## src/rtl/enc32to5_stream.sv

```systemverilog
// Purpose : streams the 5-bit index of every set bit of a 32-bit request vector, in priority order.
// Latency : 1 cycle from input handshake to first out_valid; then one index per cycle while out_ready=1.
// Backpr. : out_ready=0 holds out_idx/out_last/pend stable; in_ready is low while a vector is being emitted.
//
// Ports:
//   clk, rst_n        - clock, asynchronous active-low reset
//   in_vec/in_valid   - request vector and its valid; accepted when in_ready=1
//   in_ready          - high in IDLE only
//   flush             - synchronous abort; overrides any simultaneous handshake
//   out_idx/out_valid - current index and its valid; consumed when out_ready=1
//   out_ready         - consumer accept
//   out_last          - current index is the final set bit of the vector
//   bit_cnt           - popcount of the last accepted vector (held until next accept)
//   empty_pulse       - one-cycle pulse after accepting an all-zero vector
module enc32to5_stream #(
  parameter bit HIGH_FIRST = 1'b0
) (
  input  logic        clk,
  input  logic        rst_n,
  input  logic [31:0] in_vec,
  input  logic        in_valid,
  output logic        in_ready,
  input  logic        flush,
  output logic [4:0]  out_idx,
  output logic        out_valid,
  input  logic        out_ready,
  output logic        out_last,
  output logic [5:0]  bit_cnt,
  output logic        empty_pulse
);

  localparam logic [0:0] ST_IDLE = 1'b0;
  localparam logic [0:0] ST_EMIT = 1'b1;

  logic [0:0]  state;
  logic [31:0] pend;

  // Index of the bit that goes out first, depending on HIGH_FIRST.
  function automatic logic [4:0] prio_idx(input logic [31:0] v);
    logic [4:0] idx;
    idx = 5'd0;
    if (HIGH_FIRST) begin
      // Ascending scan: the last hit is the highest set bit.
      for (int i = 0; i < 32; i++)
        if (v[i]) idx = 5'(i);
    end else begin
      // Descending scan: the last hit is the lowest set bit.
      for (int i = 31; i >= 0; i--)
        if (v[i]) idx = 5'(i);
    end
    return idx;
  endfunction

  function automatic logic [5:0] popcount(input logic [31:0] v);
    logic [5:0] c;
    c = 6'd0;
    for (int i = 0; i < 32; i++)
      c = c + 6'(v[i]);
    return c;
  endfunction

  // Exactly one bit set: non-zero and clearing the lowest set bit leaves nothing.
  function automatic logic is_single(input logic [31:0] v);
    return (v != 32'd0) && ((v & (v - 32'd1)) == 32'd0);
  endfunction

  logic [31:0] pend_clr;
  logic        in_hs;
  logic        out_hs;

  always_comb begin
    pend_clr = pend & ~(32'd1 << out_idx);
    in_hs    = (state == ST_IDLE) && in_valid;
    out_hs   = (state == ST_EMIT) && out_ready;
  end

  always_ff @(posedge clk or negedge rst_n) begin
    if (!rst_n) begin
      state       <= ST_IDLE;
      pend        <= 32'd0;
      in_ready    <= 1'b1;
      out_valid   <= 1'b0;
      out_idx     <= 5'd0;
      out_last    <= 1'b0;
      bit_cnt     <= 6'd0;
      empty_pulse <= 1'b0;
    end else if (flush) begin
      // Abort wins over any handshake this cycle; bit_cnt is left alone.
      state       <= ST_IDLE;
      pend        <= 32'd0;
      in_ready    <= 1'b1;
      out_valid   <= 1'b0;
      out_last    <= 1'b0;
      empty_pulse <= 1'b0;
    end else begin
      empty_pulse <= 1'b0;
      case (state)
        ST_IDLE: begin
          if (in_hs) begin
            bit_cnt <= popcount(in_vec);
            if (in_vec != 32'd0) begin
              state     <= ST_EMIT;
              pend      <= in_vec;
              in_ready  <= 1'b0;
              out_valid <= 1'b1;
              out_idx   <= prio_idx(in_vec);
              out_last  <= is_single(in_vec);
            end else begin
              empty_pulse <= 1'b1;
            end
          end
        end
        ST_EMIT: begin
          if (out_hs) begin
            if (out_last) begin
              // Return to IDLE; the idle cycle separates this vector from the next.
              state     <= ST_IDLE;
              pend      <= 32'd0;
              in_ready  <= 1'b1;
              out_valid <= 1'b0;
              out_last  <= 1'b0;
            end else begin
              pend     <= pend_clr;
              out_idx  <= prio_idx(pend_clr);
              out_last <= is_single(pend_clr);
            end
          end
        end
        default: begin
          state     <= ST_IDLE;
          pend      <= 32'd0;
          in_ready  <= 1'b1;
          out_valid <= 1'b0;
          out_last  <= 1'b0;
        end
      endcase
    end
  end

endmodule

```

## config.mk

```make
export PLATFORM = sky130hd
export DESIGN_NAME = enc32to5_stream
export DESIGN_NICKNAME = d
export VERILOG_FILES = /design/src/rtl/enc32to5_stream.sv
export SDC_FILE = /design/constraint.sdc
export NUM_CORES = 1
export LEC_CHECK = 0
export BUFFER_PORTS_ARGS = -buffer_cell sky130_fd_sc_hd__buf_2
export CAP_MARGIN = 20
export CORE_UTILIZATION = 30
export DETAILED_ROUTE_END_ITERATION = 7
export PLACE_DENSITY = 0.47
export SYNTH_ARGS = -nofsm -noshare
export SYNTH_HDL_FRONTEND = slang
export SYNTH_SLANG_ARGS = --single-unit
```

## constraint.sdc

```tcl
create_clock -name clk -period 3.1 [get_ports clk]
set_clock_uncertainty 0.05 [all_clocks]
set_input_delay 0.465 -clock clk [delete_from_list [all_inputs] [get_ports clk]]
set_output_delay 0.465 -clock clk [all_outputs]
set_load 0.02 [all_outputs]
```

==> results.md <==
- Num rows: 45
- Fmax: 0.222 GHz
- Sw frac: 41.8%
- Leakage: 0.00269 uW
- Main flop type after synthesis: dfrtp_1
- Arrival time at the worst endpoint: 4640 ps
- First-pass GRT wire length: 29.5 mm
- Seq cells post-synth: 48
- Max VDD drop: 0.00101 V
- Area of the mapped netlist: 4780 um2
- Seq pwr share: 20.7%
- Post-route ant nets: 0
- Clock sinks: 48
- Crit path max fanout: 2
- Inserted Diodes: 0
- Syn-to-layout area delta: 29.8%
- Violations in the final reports: setup timing
- Sequential area share after synthesis: 25.2%
- Post-synthesis async set-or-reset flop share: 100%
- Final cycle utilization of the critical path: 145%
- Tot GR Track Use: 23.9%
- Worst hold path type: in -> async
- Clock power share: 18.4%
- Later-pin clock latency in the skew report: 310 ps
- Yosys cell types: 70
- Status: finished with violations
- Avg Cell Area, Syn: 7.71 um2
- Reg2reg start: out_idx[4]
- Grt total ovfl: 0
- Die Area: 16400 um2
- R2R setup slack: 170 ps
- Max-slew violation count: 0
- Net Switching: 1690 uW
- RSZ-0062 raised after global routing: true
- Largest net degree at the start of global routing: 35
- Placer congestion estimate: 0.883
- Die Wd: 128 um
- Cts bufs inserted: 5
- Cell breakdown of the critical path: buf_2 > inv_1 > fa_1 > fa_2 > fa_2 > fa_1 > fa_1 > fa_1 > inv_2 > ha_4 > inv_2 > fa_2 > inv_1 > a21o_1 > a21oi_2 > xor2_1 > o21ai_1
- Initial antenna violation count: 0
- Rel. slew slack: 44.6%
- Vias in the first global route: 5229
- CP Class: in -> reg
- Final worst path period need: 4500 ps
- CP endpoint: bit_cnt[4]
- Hold Fails Final Rpt: 0
- Synth area leader: dfrtp_1
- Post-route setup slack: -1400 ps
- CTS tree: done
- Cell depth of the worst flop-to-flop path: 9
- Die Y: 128 um
- # DRC: 0
- Combinational Power Share: 60.9%
- H-Tree Depth: 2
- Critical path capture point type: register
- PD cells: 649 nW/um2
- I/O Buffers: 51
- Core box area: 15400 um2
- DR vias: 5329
- Max-capacitance violation count: 0
- Initial Util: 31.1%
- Final setup viols: 6
- WL per Instance: 19.4 um
- Dpl hpwl: 15.0 mm
- Final nets: 823
- Share of cells above drive strength 1: 26.9%
- Area of placed instances: 5930 um2
- Ranking of synthesized cells by area: dfrtp_1 25%, fa_1 10%, a21oi_1 8.6%
- Crit path launch type: primary input
- Worst hold slack: 122 ps
- Crit. Startpoint: in_vec[5]
- Worst path required time: 3240 ps
- Slowest CP cell: fa_1
- R2r endpoint: out_last
- Fillers: 1618
- Cell repeated most along the worst path: fa_1
- P_int: 2340 uW
- Warnings, synthesis: 0
- CTS clk-pin slew, worst paths: 70 ps
- Initial drt markers: 516
- I/O pin count: 52
- Slowest stage delay, CP: 590 ps
- Worst-margin pin slew: 831 ps
- Final instance area: 6210 um2
- Via-to-Cell Ratio: 5.52
- Mapped Cells: 620
- 1st-pass router iterations: 5
- Syn Nets: 690
- Final wirelength: 18.7 mm
- Clock root cell: clkbuf_16
- Setup tns final: -7470 ps
- Longest Clk Path Bufs: 2
- Number of enable flip-flop cells after synthesis: 0
- Fin util: 40.4%
- Synth top area share: 24.6%
-- per-stage QoR --
stage / setup WS, ps / total power [uW] / cells
floorplan: -1500 / 2370 / 620
global placement: -1790 / 3220 / 951
detailed placement: -1830 / 3220 / 951
CTS: -1410 / 4070 / 965
global route: -1570 / 4430 / 965
finish: -1400 / 4030 / 965
-- synthesized netlist by cell type (all sizes together), types with 2 or more instances --
library cell	number
nand2b	8
dfrtp	47
o22ai	3
nand4b	2
or2	4
fa	24
nor3	16
nand3	7
nand4	17
o211ai	9
o32ai	2
o41ai	2
a2111oi	3
o2111ai	2
a21boi	2
ha	9
and3	4
o21ai	64
nor4	12
o311ai	2
clkbuf	17
o22a	2
a21oi	82
o31a	2
mux2	3
a21o	5
a32oi	2
o31ai	5
and2	3
a22oi	10
a311oi	5
a31oi	14
buf	13
or3	3
xor2	3
nand3b	5
or3b	4
nor2	84
o21a	10
nand2	40
o21bai	2
a41oi	3
inv	49
or4	4
-- final cells by class --
type                       instances  area (um2)  share of cell area [%]
sequential                        48        1200                    19.4
tap                              211         264                    4.25
timing repair buffer             156        1080                    17.3
clock inverter                     2        60.1                   0.968
clock buffer                       6         129                    2.08
multi-input combinational        493        3290                    53.0
inverter                          49         184                    2.96
-- layout by cell type, fill, tap and decap left out, types with 6 or more instances in the layout --
| master | synthesis | final |
|---|---|---|
| buf_4 | 1 | 104 |
| nor2_1 | 84 | 82 |
| a21oi_1 | 82 | 80 |
| dfrtp_1 | 47 | 47 |
| buf_2 | 10 | 47 |
| inv_1 | 49 | 43 |
| nand2_1 | 40 | 39 |
| o21ai_0 | 36 | 33 |
| o21ai_1 | 20 | 23 |
| fa_1 | 24 | 20 |
| nor3_1 | 15 | 15 |
| nand4_1 | 15 | 15 |
| a31oi_1 | 14 | 14 |
| o21a_1 | 10 | 10 |
| a22oi_1 | 10 | 10 |
| nor4_1 | 9 | 9 |
| o211ai_1 | 9 | 9 |
| nand2b_1 | 8 | 8 |
| ha_1 | 9 | 8 |
| nand3_1 | 7 | 7 |
| o21ai_2 | 7 | 7 |
| inv_2 | 0 | 6 |
-- critical path, delay by kind of cell --
family | cells | cell delay, ps
xor gates and xnor gates | 1 | 150
AOI/OAI and AO/OA | 3 | 250
adders and majority gates | 8 | 3460
buffers and inverters | 5 | 320
-- worst min path at each step --
stage                         start    endpoint  slack, ps  depth (start not counted)
after floorplan               rst_n  bit_cnt[0]        120                          0
after global placement    out_valid   out_valid        400                          2
after detailed placement  out_valid   out_valid        420                          2
after CTS                     rst_n  out_idx[3]        150                          1
after global routing          rst_n  out_idx[3]        180                          1
final                         rst_n  out_idx[3]        120                          1
-- logic make-up (layout without fill, tap and decap cells) --
family	count (synthesis)	in the layout	share of synthesized area, %
AO/OA/AOI/OAI	237	237	31.0
XOR/XNOR	3	3	0.550
adder cells (fa/ha/maj)	33	33	12.4
buffers and inverters	79	213	6.86
flip-flops	48	48	25.2
multiplexers	4	4	0.916
AND/OR/NAND/NOR	216	216	23.1
-- timing repair --
| action | in CTS | in global routing |
|---|---|---|
| buffers inserted | 6 | 0 |
| setup endpoints to repair | 6 | 8 |
| hold endpoints to repair | 0 | 0 |
| gates resized for setup | 11 | 5 |
| pin swaps | 7 | 0 |
| hold buffers | 0 | 0 |
| cloned | 0 | 0 |
-- state kept, by name, summed over array words and instances, names as in the netlist --
| signal | cells |
|---|---|
| out_last | 1 |
| state | 1 |
| bit_cnt | 6 |
| pend | 32 |
| in_ready | 1 |
| out_valid | 1 |
| out_idx | 5 |
| empty_pulse | 1 |
-- routing by layer --
metal  GRT usage, %  up-vias  wire, um
met5              0        -         0
met3           3.67       23      1080
met2           38.3      179      8680
met4           7.06        0       403
li1               -     2538         -
met1           33.0     2589      8590
-- power by group through the flow --
stage	logic (uW)	clock network [uW]	registers, uW
3_3_place_gp	2380	0	839
2_1_floorplan	1490	0	878
3_5_place_dp	2380	0	843
6_report	2450	742	833
4_1_cts	2480	760	832
5_1_grt	2800	786	850
No activity file was read; power rests on OpenSTA's default activity.
